--- src/rtl/sequence_game_ctrl.sv ---
// sequence_game_ctrl
// Controller for a Simon-style "repeat the sequence" game. Each round it
// appends one pseudo-random 2-bit symbol to an external 2**ADDR_W x 2-bit
// memory, plays the stored sequence back on show_*, then checks the
// player's presses against memory. The game is won after 2**ADDR_W rounds.
//
// Optional build macro: TIMEOUT_EN
//   When defined, each INPUT wait is bounded to TIMEOUT_CYCLES cycles. Running
//   out of time without a press loses the game. When undefined, INPUT waits
//   forever and TIMEOUT_CYCLES is not used.
//
// Ports:
//   clk, rst        clock (rising edge), async active-high reset
//   start           one-cycle pulse, begins a new game (ignored while busy)
//   btn_valid       one-cycle pulse, player pressed a button
//   btn_value       symbol of the pressed button
//   mem_value_out   memory read data, one cycle after mem_addr
//   mem_write_en    memory write strobe (combinational)
//   mem_addr        memory address (combinational)
//   mem_value_in    memory write data (combinational)
//   show_valid      registered, a sequence symbol is on show_value
//   show_value      registered, symbol being displayed
//   level           registered, current sequence length 0..2**ADDR_W
//   busy            registered, high outside IDLE/WIN/LOSE
//   win, lose       registered, held high in WIN / LOSE
//
// state    | meaning
// ---------+---------------------------------------------------------
// IDLE     | after reset, waiting for start
// GEN      | write one new random symbol at address level
// SHOW_RD  | present idx to memory
// SHOW_CAP | capture read data into show_value, load hold timer
// SHOW     | display symbol until the hold timer expires
// INPUT    | wait for the player's press for entry idx
// CMP      | compare latched press with memory entry idx
// WIN      | all rounds completed, waiting for start
// LOSE     | wrong press (or timeout), waiting for start

module sequence_game_ctrl #(
    parameter int          ADDR_W         = 2,
    parameter int          SHOW_CYCLES    = 4,
    parameter logic [7:0]  LFSR_SEED      = 8'hA5,
    parameter int          TIMEOUT_CYCLES = 16
) (
    input  logic              clk,
    input  logic              rst,
    input  logic              start,
    input  logic              btn_valid,
    input  logic [1:0]        btn_value,
    input  logic [1:0]        mem_value_out,
    output logic              mem_write_en,
    output logic [ADDR_W-1:0] mem_addr,
    output logic [1:0]        mem_value_in,
    output logic              show_valid,
    output logic [1:0]        show_value,
    output logic [ADDR_W:0]   level,
    output logic              busy,
    output logic              win,
    output logic              lose
);

    localparam int TMAX    = (SHOW_CYCLES > TIMEOUT_CYCLES) ? SHOW_CYCLES : TIMEOUT_CYCLES;
    localparam int TIMER_W = $clog2(TMAX + 1);
    localparam logic [TIMER_W-1:0] SHOW_LOAD = TIMER_W'(SHOW_CYCLES - 1);
    localparam logic [ADDR_W:0]    DEPTH_L   = (ADDR_W + 1)'(2 ** ADDR_W);
`ifdef TIMEOUT_EN
    localparam logic [TIMER_W-1:0] TO_LOAD   = TIMER_W'(TIMEOUT_CYCLES - 1);
`endif

    typedef enum logic [3:0] {
        S_IDLE, S_GEN, S_SHOW_RD, S_SHOW_CAP, S_SHOW, S_INPUT, S_CMP, S_WIN, S_LOSE
    } state_t;

    state_t             state, state_n;
    logic [7:0]         lfsr;
    logic [ADDR_W-1:0]  idx, idx_n;
    logic [ADDR_W:0]    level_n;
    logic [TIMER_W-1:0] timer, timer_n;
    logic [1:0]         btn_q, btn_n;
    logic               show_valid_n;
    logic [1:0]         show_value_n;
    logic               last;

    // idx is the final entry of the current sequence
    assign last = ({1'b0, idx} == (level - 1'b1));

    always_ff @(posedge clk or posedge rst) begin
        if (rst) begin
            state      <= S_IDLE;
            lfsr       <= LFSR_SEED;
            level      <= '0;
            idx        <= '0;
            timer      <= '0;
            btn_q      <= '0;
            show_valid <= 1'b0;
            show_value <= '0;
            busy       <= 1'b0;
            win        <= 1'b0;
            lose       <= 1'b0;
        end else begin
            state      <= state_n;
            // x^8+x^6+x^5+x^4+1, free-running in every state
            lfsr       <= {lfsr[6:0], lfsr[7] ^ lfsr[5] ^ lfsr[4] ^ lfsr[3]};
            level      <= level_n;
            idx        <= idx_n;
            timer      <= timer_n;
            btn_q      <= btn_n;
            show_valid <= show_valid_n;
            show_value <= show_value_n;
            // flags follow the next state so they line up with the state register
            busy       <= !(state_n inside {S_IDLE, S_WIN, S_LOSE});
            win        <= (state_n == S_WIN);
            lose       <= (state_n == S_LOSE);
        end
    end

    always_comb begin
        state_n      = state;
        level_n      = level;
        idx_n        = idx;
        timer_n      = timer;
        btn_n        = btn_q;
        show_valid_n = show_valid;
        show_value_n = show_value;
        mem_write_en = 1'b0;
        mem_addr     = idx;
        mem_value_in = 2'b00;

        case (state)
            S_IDLE, S_WIN, S_LOSE: begin
                if (start) begin
                    level_n = '0;
                    state_n = S_GEN;
                end
            end
            S_GEN: begin
                mem_write_en = 1'b1;
                mem_addr     = level[ADDR_W-1:0];
                mem_value_in = lfsr[1:0];
                level_n      = level + 1'b1;
                idx_n        = '0;
                state_n      = S_SHOW_RD;
            end
            S_SHOW_RD: begin
                state_n = S_SHOW_CAP;
            end
            S_SHOW_CAP: begin
                show_value_n = mem_value_out;
                show_valid_n = 1'b1;
                timer_n      = SHOW_LOAD;
                state_n      = S_SHOW;
            end
            S_SHOW: begin
                if (timer == '0) begin
                    show_valid_n = 1'b0;
                    if (last) begin
                        idx_n   = '0;
                        state_n = S_INPUT;
`ifdef TIMEOUT_EN
                        timer_n = TO_LOAD;
`endif
                    end else begin
                        idx_n   = idx + 1'b1;
                        state_n = S_SHOW_RD;
                    end
                end else begin
                    timer_n = timer - 1'b1;
                end
            end
            S_INPUT: begin
                // a press on the final timeout cycle still counts
                if (btn_valid) begin
                    btn_n   = btn_value;
                    state_n = S_CMP;
                end
`ifdef TIMEOUT_EN
                else if (timer == '0) begin
                    state_n = S_LOSE;
                end else begin
                    timer_n = timer - 1'b1;
                end
`endif
            end
            S_CMP: begin
                if (mem_value_out != btn_q) begin
                    state_n = S_LOSE;
                end else if (!last) begin
                    idx_n   = idx + 1'b1;
                    state_n = S_INPUT;
`ifdef TIMEOUT_EN
                    timer_n = TO_LOAD;
`endif
                end else if (level == DEPTH_L) begin
                    state_n = S_WIN;
                end else begin
                    state_n = S_GEN;
                end
            end
            default: state_n = S_IDLE;
        endcase
    end

endmodule

--- config.mk ---
export PLATFORM = sky130hd
export DESIGN_NAME = sequence_game_ctrl
export DESIGN_NICKNAME = d
export VERILOG_FILES = /design/src/rtl/sequence_game_ctrl.sv
export SDC_FILE = /design/constraint.sdc
export NUM_CORES = 1
export LEC_CHECK = 0
export CAP_MARGIN = 20
export CORE_ASPECT_RATIO = 0.75
export CORE_MARGIN = 2
export CORE_UTILIZATION = 40
export DETAILED_ROUTE_END_ITERATION = 8
export GPL_TIMING_DRIVEN = 0
export SETUP_SLACK_MARGIN = 0.2
export SYNTH_ARGS = -nofsm -noshare
export SYNTH_HDL_FRONTEND = slang
export SYNTH_SLANG_ARGS = --single-unit
--- constraint.sdc ---
create_clock -name clk -period 2.54 [get_ports clk]
set_clock_uncertainty 0.1 [all_clocks]
set_input_delay 0.508 -clock clk [delete_from_list [all_inputs] [get_ports clk]]
set_output_delay 0.508 -clock clk [all_outputs]
set_load 0.01 [all_outputs]
==> results of run 1 <==
-- where the power goes --
part,switching (mW),total (mW),internal (mW)
combinational,0.612,1.16,0.553
clock,0.180,0.397,0.217
sequential,0.154,0.784,0.630
-- final timing paths --
| check | to | startpoint |
|---|---|---|
| max in group asynchronous | level[0] | rst |
| min | lfsr[7] | lfsr[6] |
| min reg2reg | lfsr[7] | lfsr[6] |
| max | mem_write_en | state[0] |
| max reg2reg | idx[0] | level[0] |
| min in group asynchronous | show_value[1] | rst |
-- flip-flops by register name (all words and copies together), names as in the netlist --
register and count:
btn_q 2, busy 1, idx 2, level 3, lfsr 8, lose 1, show_valid 1, show_value 2
state 4, timer 5, win 1
-- layout make-up --
cell class              instances  share of cell area
multi-input cells             109               0.408
flip-flops and latches         30               0.375
repair buffers                 23               0.115
clock buffers                   6              0.0409
well taps                      52              0.0322
inverters                       7              0.0130
plain buffers                   3             0.00991
clock inverters                 2             0.00620
-- cells by family after synthesis --
logic type	count (synthesis)
compound gates	24
xor+xnor	12
fa+ha+maj	5
buf+inv	10
flops	30
mux	7
simple gates	61
-- synthesized netlist by cell type, types with 2 or more instances --
master                     count
sky130_fd_sc_hd__a21oi_1       6
sky130_fd_sc_hd__and2b_2       2
sky130_fd_sc_hd__and3_1        4
sky130_fd_sc_hd__clkbuf_1      2
sky130_fd_sc_hd__dfrtp_1      26
sky130_fd_sc_hd__dfstp_2       4
sky130_fd_sc_hd__ha_1          5
sky130_fd_sc_hd__inv_1         7
sky130_fd_sc_hd__mux2_2        5
sky130_fd_sc_hd__mux2i_1       2
sky130_fd_sc_hd__nand2_1      10
sky130_fd_sc_hd__nand2b_1      3
sky130_fd_sc_hd__nand3_1       4
sky130_fd_sc_hd__nand3b_1      3
sky130_fd_sc_hd__nor2_1       10
sky130_fd_sc_hd__nor2b_1       2
sky130_fd_sc_hd__nor3_1        5
sky130_fd_sc_hd__nor4_1        2
sky130_fd_sc_hd__o21ai_0       6
sky130_fd_sc_hd__o41ai_1       2
sky130_fd_sc_hd__or2_2         2
sky130_fd_sc_hd__or3_1         2
sky130_fd_sc_hd__xnor2_1       6
sky130_fd_sc_hd__xor2_1        6
-- timing repair --
action / 4_1_cts / 5_1_grt
gates resized for setup: 12 / 12
setup buffers: 1 / 0
pin swaps: 1 / 0
hold endpoints to repair: 0 / 0
endpoints found under the setup margin: 5 / 7
-- layout by cell type, fill, tap and decap left out, types with 2 or more instances in the layout --
master	count
sky130_fd_sc_hd__or2_2	2
sky130_fd_sc_hd__ha_1	5
sky130_fd_sc_hd__nor2b_1	2
sky130_fd_sc_hd__mux2_2	5
sky130_fd_sc_hd__nand2_1	9
sky130_fd_sc_hd__nand2b_1	3
sky130_fd_sc_hd__dfstp_2	4
sky130_fd_sc_hd__xnor2_1	5
sky130_fd_sc_hd__xor2_1	6
sky130_fd_sc_hd__dlygate4sd2_1	3
sky130_fd_sc_hd__nor3_1	4
sky130_fd_sc_hd__clkbuf_2	3
sky130_fd_sc_hd__or3_1	2
sky130_fd_sc_hd__a21oi_1	6
sky130_fd_sc_hd__dfrtp_2	2
sky130_fd_sc_hd__buf_4	2
sky130_fd_sc_hd__inv_1	7
sky130_fd_sc_hd__mux2i_1	2
sky130_fd_sc_hd__nand3_1	4
sky130_fd_sc_hd__dfrtp_1	24
sky130_fd_sc_hd__clkdlybuf4s50_1	16
sky130_fd_sc_hd__o21ai_0	6
sky130_fd_sc_hd__nand3b_1	3
sky130_fd_sc_hd__clkbuf_8	6
sky130_fd_sc_hd__nor2_1	9
sky130_fd_sc_hd__and3_1	4
sky130_fd_sc_hd__and2b_2	2
-- worst max-delay path, delay by kind of cell, from the launching register on --
kind	cells	cell delay, ps
AND/OR/NAND/NOR	2	340
buffers and inverters	3	550
flip-flops	1	450
-- per-layer routing --
metal | GRT usage | share of wire | up-vias
li1 | - | - | 588
met1 | 0.227 | 0.49 | 567
met2 | 0.253 | 0.46 | 16
met3 | 0.0421 | 0.036 | 3
met4 | 0.0545 | 0.0082 | 0
met5 | 0 | 0 | -
-- through the flow --
step | utilization | cells | instance area (um2)
global placement | 0.498 | 222 | 1850
CTS | 0.528 | 231 | 1960
floorplan | - | 149 | 1570
detailed placement | 0.498 | 222 | 1850
finish | 0.545 | 232 | 2020
global route | 0.545 | 232 | 2020
==> run_summary.xml, run 1 <==
<?xml version="1.0" encoding="UTF-8"?>
<metrics>
  <group name="logic_synthesis">
    <metric name="synth_fp_nets" unit="">162</metric>
    <metric name="synth-compound-area-share" unit="">0.107</metric>
    <metric name="netlist.top_cell.by_area" unit="">sky130_fd_sc_hd__dfrtp_1</metric>
    <metric name="synth_top_family_by_area" unit="">simple AND/OR/NAND/NOR gates</metric>
    <metric name="synth_simple_gate_area_frac" unit="">0.231</metric>
    <metric name="count_of_flip_flops_with_a_built_in_enable_after_synthesis" unit="">0</metric>
    <metric name="post_synth_instance_area" unit="um2">1570</metric>
    <metric name="fraction_of_the_mapped_netlist_area_in_adder_cells" unit="">0.0398</metric>
    <metric name="synth-xor-area-share" unit="">0.0669</metric>
    <metric name="yosysTopAreaCellShare" unit="">0.414</metric>
    <metric name="post_synth_num_cell_types" unit="">47</metric>
    <metric name="synth_top_flop_cell" unit="">sky130_fd_sc_hd__dfrtp_1</metric>
    <metric name="syn_avg_cell_area" unit="um2">10.5</metric>
    <metric name="syn_inst" unit="">149</metric>
    <metric name="seq_area_frac_synth" unit="">0.481</metric>
    <metric name="yosysWarningCount" unit="">0</metric>
    <metric name="synth-async-reset-ratio" unit="">1.00</metric>
    <metric name="ys_ff_latch" unit="">30</metric>
    <metric name="ys_top_cells_by_area" unit="">sky130_fd_sc_hd__dfrtp_1 (41%), sky130_fd_sc_hd__dfstp_2 (6.7%), sky130_fd_sc_hd__ha_1 (4.0%), sky130_fd_sc_hd__mux2_2 (3.6%), sky130_fd_sc_hd__xnor2_1 (3.3%)</metric>
    <metric name="post_synthesis_mux_area_share" unit="">0.0486</metric>
  </group>
  <group name="setup_path">
    <metric name="critical_path_peak_fanout" unit="">10</metric>
    <metric name="cp.required" unit="ps">1930</metric>
    <metric name="worstPathCellList" unit="">clkbuf_4, and2b_2, nand2_2, inv_1, dlygate4sd2_1</metric>
    <metric name="slowest_stage" unit="">sky130_fd_sc_hd__dfrtp_2</metric>
    <metric name="cpPeakStageDelay" unit="ps">450</metric>
    <metric name="criticalPathCategory" unit="">flop to output port</metric>
    <metric name="worst_ep_arrival_time" unit="ps">1630</metric>
    <metric name="reg2regPathDepth" unit="">7</metric>
    <metric name="regToRegSetupSlack" unit="ps">320</metric>
    <metric name="setup.worst_path.end_class" unit="">output port</metric>
    <metric name="setup.worst_path.start_class" unit="">flop</metric>
  </group>
  <group name="layout">
    <metric name="layout-drive-gt1-share" unit="">0.272</metric>
    <metric name="multi_input_area" unit="um2">823</metric>
    <metric name="antenna_cells" unit="">0</metric>
    <metric name="fillers" unit="">337</metric>
    <metric name="layout.nets" unit="">192</metric>
    <metric name="area.growth.synth_to_final" unit="%">28.5</metric>
    <metric name="seqCellArea" unit="um2">758</metric>
  </group>
  <group name="power_and_ir_drop">
    <metric name="leakage" unit="nW">0.903</metric>
    <metric name="max-vdd-ir-drop" unit="V">0.000559</metric>
    <metric name="fin_total_pwr" unit="mW">2.35</metric>
    <metric name="powerDensity" unit="nW/um2">1160</metric>
  </group>
  <group name="sta">
    <metric name="minimum_clock_period" unit="ps">2240</metric>
    <metric name="final-setup-viol-count" unit="">0</metric>
    <metric name="hold_viol_final" unit="">0</metric>
    <metric name="worst_max_slew_pin_slew" unit="ps">715</metric>
    <metric name="final_setup_tns" unit="ps">0</metric>
    <metric name="max_clock_freq" unit="MHz">447</metric>
    <metric name="layout_setup_ws" unit="ps">303</metric>
    <metric name="timing_max_transition_violations_final" unit="">0</metric>
    <metric name="finalHoldWorstSlack" unit="ps">255</metric>
    <metric name="rsz0062_at_grt" unit="">yes</metric>
    <metric name="layout_worst_path_cycle_share" unit="">0.881</metric>
    <metric name="relSlewSlack" unit="">0.522</metric>
  </group>
  <group name="placed_design">
    <metric name="hpwl" unit="mm">2.33</metric>
    <metric name="port_buffers" unit="">21</metric>
    <metric name="gp_congestion" unit="">0.776</metric>
    <metric name="worst_slack_at_placement" unit="ps">-88.4</metric>
  </group>
  <group name="clocking">
    <metric name="insertion_delay" unit="ps">280</metric>
    <metric name="number_of_levels_in_the_clock_h_tree" unit="">2</metric>
    <metric name="clock_net_sink_count" unit="">30</metric>
    <metric name="cts.path.max_buffers" unit="">2</metric>
    <metric name="cts_tree" unit="">yes</metric>
    <metric name="cts_root_buf" unit="">sky130_fd_sc_hd__clkbuf_8</metric>
    <metric name="cts.reportedPaths.clkPinSlew" unit="ps">60</metric>
    <metric name="numCtsBuffers" unit="">5</metric>
    <metric name="holdBufCountCts" unit="">0</metric>
  </group>
  <group name="job">
    <metric name="max_cap_violations" unit="">0</metric>
  </group>
  <group name="global_route">
    <metric name="gr-usage-all-layers" unit="">0.163</metric>
    <metric name="grt_start_max_net_pins" unit="">31</metric>
    <metric name="antenna_found_initial" unit="">0</metric>
    <metric name="first_global_vias" unit="">1171</metric>
    <metric name="grt_overflow_total" unit="">0</metric>
    <metric name="grt_first_pass_wirelength" unit="mm">5.49</metric>
  </group>
  <group name="floorplan">
    <metric name="fp.dieW" unit="um">76.4</metric>
    <metric name="fp.dieArea" unit="um2">4450</metric>
    <metric name="core_area" unit="um2">3710</metric>
    <metric name="fp.dieH" unit="um">58.3</metric>
    <metric name="fp-row-count" unit="">19</metric>
    <metric name="boundaryPins" unit="">22</metric>
    <metric name="floorplan.initialDensity" unit="">0.424</metric>
  </group>
  <group name="route">
    <metric name="drt.antenna.violating_nets" unit="">0</metric>
    <metric name="detail_route.iter0.violations" unit="">37</metric>
    <metric name="via_density" unit="">5.06</metric>
    <metric name="avgRoutedWirePerCell" unit="um">14.2</metric>
    <metric name="detail_route.drc_violations" unit="">0</metric>
    <metric name="number_of_vias_in_the_routed_layout" unit="">1174</metric>
    <metric name="routed_wirelength" unit="mm">3.28</metric>
    <metric name="drt_pre_antenna_iters" unit="">4</metric>
  </group>
  <group name="status">
    <metric name="run_status" unit="">complete, no violations</metric>
  </group>
  <group name="min_path">
    <metric name="hold_path_depth" unit="">0</metric>
    <metric name="hold_path_class" unit="">flop to flop</metric>
  </group>
</metrics>
(Power assumes the default switching activity.)
==> run 2: changes to the inputs <==
--- a/config.mk
+++ b/config.mk
@@ -10,7 +10,9 @@
 export CORE_MARGIN = 2
 export CORE_UTILIZATION = 40
 export DETAILED_ROUTE_END_ITERATION = 8
+export DONT_BUFFER_PORTS = 1
 export GPL_TIMING_DRIVEN = 0
+export HOLD_SLACK_MARGIN = 0.1
 export SETUP_SLACK_MARGIN = 0.2
 export SYNTH_ARGS = -nofsm -noshare
 export SYNTH_HDL_FRONTEND = slang
==> run 2 against run 1 <==
  * Register-to-register slack worse by 30 ps
  * Non-clock buffer count is 21 lower
  * Hold slack worse by 49 ps
  * Setup slack worse by 12 ps
  * Combinational power decreased by 18%
  * Maximum frequency shrank 0.55%
  * Sequential power up 4.2%
  * Clock-buffer cell count is 1 lower
  * Largest cell class unchanged
==> run_summary.xml, run 2 (synthesis gave the netlist of run 1 again) <==
<?xml version="1.0" encoding="UTF-8"?>
<metrics>
  <group name="layout">
    <metric name="area.growth.synth_to_final" unit="%">16.2</metric>
    <metric name="reg_top3" unit="">lfsr x8, timer x5, state x4</metric>
    <metric name="register_bank_with_the_most_flops" unit="">lfsr</metric>
    <metric name="layout.cells.most_common" unit="">sky130_fd_sc_hd__dfrtp_1</metric>
    <metric name="antenna_cells" unit="">0</metric>
    <metric name="fillers" unit="">354</metric>
    <metric name="layout-drive-gt1-share" unit="">0.270</metric>
    <metric name="largest_register_ff_count" unit="">8</metric>
    <metric name="layout.nets" unit="">171</metric>
    <metric name="most-common-layout-cells" unit="">sky130_fd_sc_hd__dfrtp_1 (25), sky130_fd_sc_hd__nand2_1 (10), sky130_fd_sc_hd__nor2_1 (9)</metric>
  </group>
  <group name="setup_path">
    <metric name="regToRegSetupSlack" unit="ps">290</metric>
    <metric name="cp.required" unit="ps">2610</metric>
    <metric name="setup.worst_path.end_class" unit="">flop</metric>
    <metric name="critical_path_peak_fanout" unit="">6</metric>
    <metric name="reg2regPathDepth" unit="">7</metric>
    <metric name="worst_ep_arrival_time" unit="ps">2320</metric>
    <metric name="criticalPathCategory" unit="">flop to flop</metric>
    <metric name="setup.worst_path.start_class" unit="">flop</metric>
  </group>
  <group name="route">
    <metric name="routed_wirelength" unit="mm">3.08</metric>
    <metric name="detail_route.iter0.violations" unit="">63</metric>
    <metric name="via_density" unit="">5.31</metric>
    <metric name="avgRoutedWirePerCell" unit="um">14.6</metric>
    <metric name="number_of_vias_in_the_routed_layout" unit="">1121</metric>
    <metric name="detail_route.drc_violations" unit="">0</metric>
    <metric name="drt_pre_antenna_iters" unit="">4</metric>
    <metric name="drt.antenna.violating_nets" unit="">0</metric>
  </group>
  <group name="global_route">
    <metric name="grt_overflow_total" unit="">0</metric>
    <metric name="grt_start_max_net_pins" unit="">31</metric>
    <metric name="first_global_vias" unit="">1051</metric>
    <metric name="grt_first_pass_wirelength" unit="mm">5.00</metric>
    <metric name="antenna_found_initial" unit="">0</metric>
    <metric name="gr-usage-all-layers" unit="">0.149</metric>
  </group>
  <group name="sta">
    <metric name="minimum_clock_period" unit="ps">2250</metric>
    <metric name="layout_setup_ws" unit="ps">291</metric>
    <metric name="layout_worst_path_cycle_share" unit="">0.886</metric>
    <metric name="max_clock_freq" unit="MHz">445</metric>
    <metric name="relSlewSlack" unit="">0.612</metric>
    <metric name="final-setup-viol-count" unit="">0</metric>
    <metric name="worst_max_slew_pin_slew" unit="ps">580</metric>
    <metric name="timing_max_transition_violations_final" unit="">0</metric>
    <metric name="hold_viol_final" unit="">0</metric>
    <metric name="final_setup_tns" unit="ps">0</metric>
    <metric name="rsz0062_at_grt" unit="">yes</metric>
  </group>
  <group name="status">
    <metric name="run_status" unit="">complete, no violations</metric>
  </group>
  <group name="clocking">
    <metric name="insertion_delay" unit="ps">280</metric>
    <metric name="cts_root_buf" unit="">sky130_fd_sc_hd__clkbuf_8</metric>
    <metric name="cts.path.max_buffers" unit="">2</metric>
    <metric name="number_of_levels_in_the_clock_h_tree" unit="">2</metric>
    <metric name="postCtsSetupBuffers" unit="">0</metric>
    <metric name="clock_net_sink_count" unit="">30</metric>
    <metric name="cts_tree" unit="">yes</metric>
    <metric name="cts.reportedPaths.clkPinSlew" unit="ps">60</metric>
    <metric name="numCtsBuffers" unit="">5</metric>
  </group>
  <group name="floorplan">
    <metric name="floorplan.initialDensity" unit="">0.424</metric>
    <metric name="core_area" unit="um2">3710</metric>
    <metric name="fp.dieH" unit="um">58.3</metric>
    <metric name="fp.dieW" unit="um">76.4</metric>
    <metric name="boundaryPins" unit="">22</metric>
    <metric name="fp.dieArea" unit="um2">4450</metric>
    <metric name="fp-row-count" unit="">19</metric>
  </group>
  <group name="power_and_ir_drop">
    <metric name="max-vdd-ir-drop" unit="V">0.000485</metric>
    <metric name="powerDensity" unit="nW/um2">1220</metric>
    <metric name="fin_total_pwr" unit="mW">2.23</metric>
    <metric name="leakage" unit="nW">0.818</metric>
  </group>
  <group name="placed_design">
    <metric name="hpwl" unit="mm">2.24</metric>
    <metric name="gp_congestion" unit="">0.896</metric>
    <metric name="worst_slack_at_placement" unit="ps">204</metric>
    <metric name="port_buffers" unit="">0</metric>
  </group>
  <group name="min_path">
    <metric name="hold_path_class" unit="">input port to flop</metric>
    <metric name="hold_path_depth" unit="">1</metric>
  </group>
  <group name="job">
    <metric name="max_cap_violations" unit="">0</metric>
  </group>
</metrics>
[run 2: cell count changes in the layout (fill, tap and decap cells not counted), sizes merged]
cell           before  now
clkdlybuf4s50      16    0
bufinv              0    1
clkbuf             10    7
dlygate4sd3         0    1
clkinv              1    2
buf                 3    2
clkinvlp            1    0
dlygate4sd2         3    0
[run 2: timing repair]
| item | CTS | global route |
|---|---|---|
| hold buffers | 0 | 1 |
| endpoints found under the setup margin | 5 | 5 |
| endpoints found under the hold margin | 0 | 6 |
| gates resized for setup | 6 | 7 |
[run 2: critical path, stage by stage (launching register included)]
cell	delay, ps
sky130_fd_sc_hd__dfrtp_2	440
sky130_fd_sc_hd__inv_1	90
sky130_fd_sc_hd__ha_1	350
sky130_fd_sc_hd__xnor2_2	200
sky130_fd_sc_hd__or3_1	370
sky130_fd_sc_hd__a31oi_2	240
sky130_fd_sc_hd__nor2_1	80
sky130_fd_sc_hd__mux2_2	270
[run 2: final cells by class]
type                    count  area (um2)  share of cell area
inverters                   7        26.3              0.0144
well taps                  52        65.1              0.0356
plain buffers               3        17.5             0.00960
repair buffers              2        37.5              0.0206
clock buffers               5        68.8              0.0377
clock inverters             3        40.0              0.0219
multi-input cells         109         813               0.446
flip-flops and latches     30         757               0.415
[run 2: per-stage QoR]
| stage | hold slack (ps) | utilization | cells | cell area, um2 |
|---|---|---|---|---|
| floorplan | 233 | - | 149 | 1570 |
| global placement | 242 | 0.441 | 201 | 1640 |
| detailed placement | 247 | 0.441 | 201 | 1640 |
| CTS | 198 | 0.474 | 209 | 1760 |
| global route | 188 | 0.492 | 211 | 1830 |
| finish | 206 | 0.492 | 211 | 1830 |
[run 2: where the power goes]
group | leakage, nW | switching (mW) | internal, mW
registers | 0.372 | 0.188 | 0.629
logic | 0.388 | 0.537 | 0.413
clock network | 0.0579 | 0.178 | 0.288
[run 2: worst paths after layout]
path	start	endpoint
setup / recovery	level[0]	idx[0]
hold / removal	start	level[2]
setup reg to reg	level[0]	idx[0]
hold reg to reg	lfsr[6]	lfsr[7]
max in group asynchronous	rst	level[0]
min in group asynchronous	rst	show_value[1]
[run 2: layer usage]
| layer | wire length (um) | vias to the layer above | track usage |
|---|---|---|---|
| met5 | 0 | - | 0 |
| met4 | 31 | 0 | 0.0623 |
| met3 | 177 | 4 | 0.0592 |
| met2 | 1340 | 24 | 0.210 |
| met1 | 1530 | 552 | 0.206 |
| li1 | - | 541 | - |
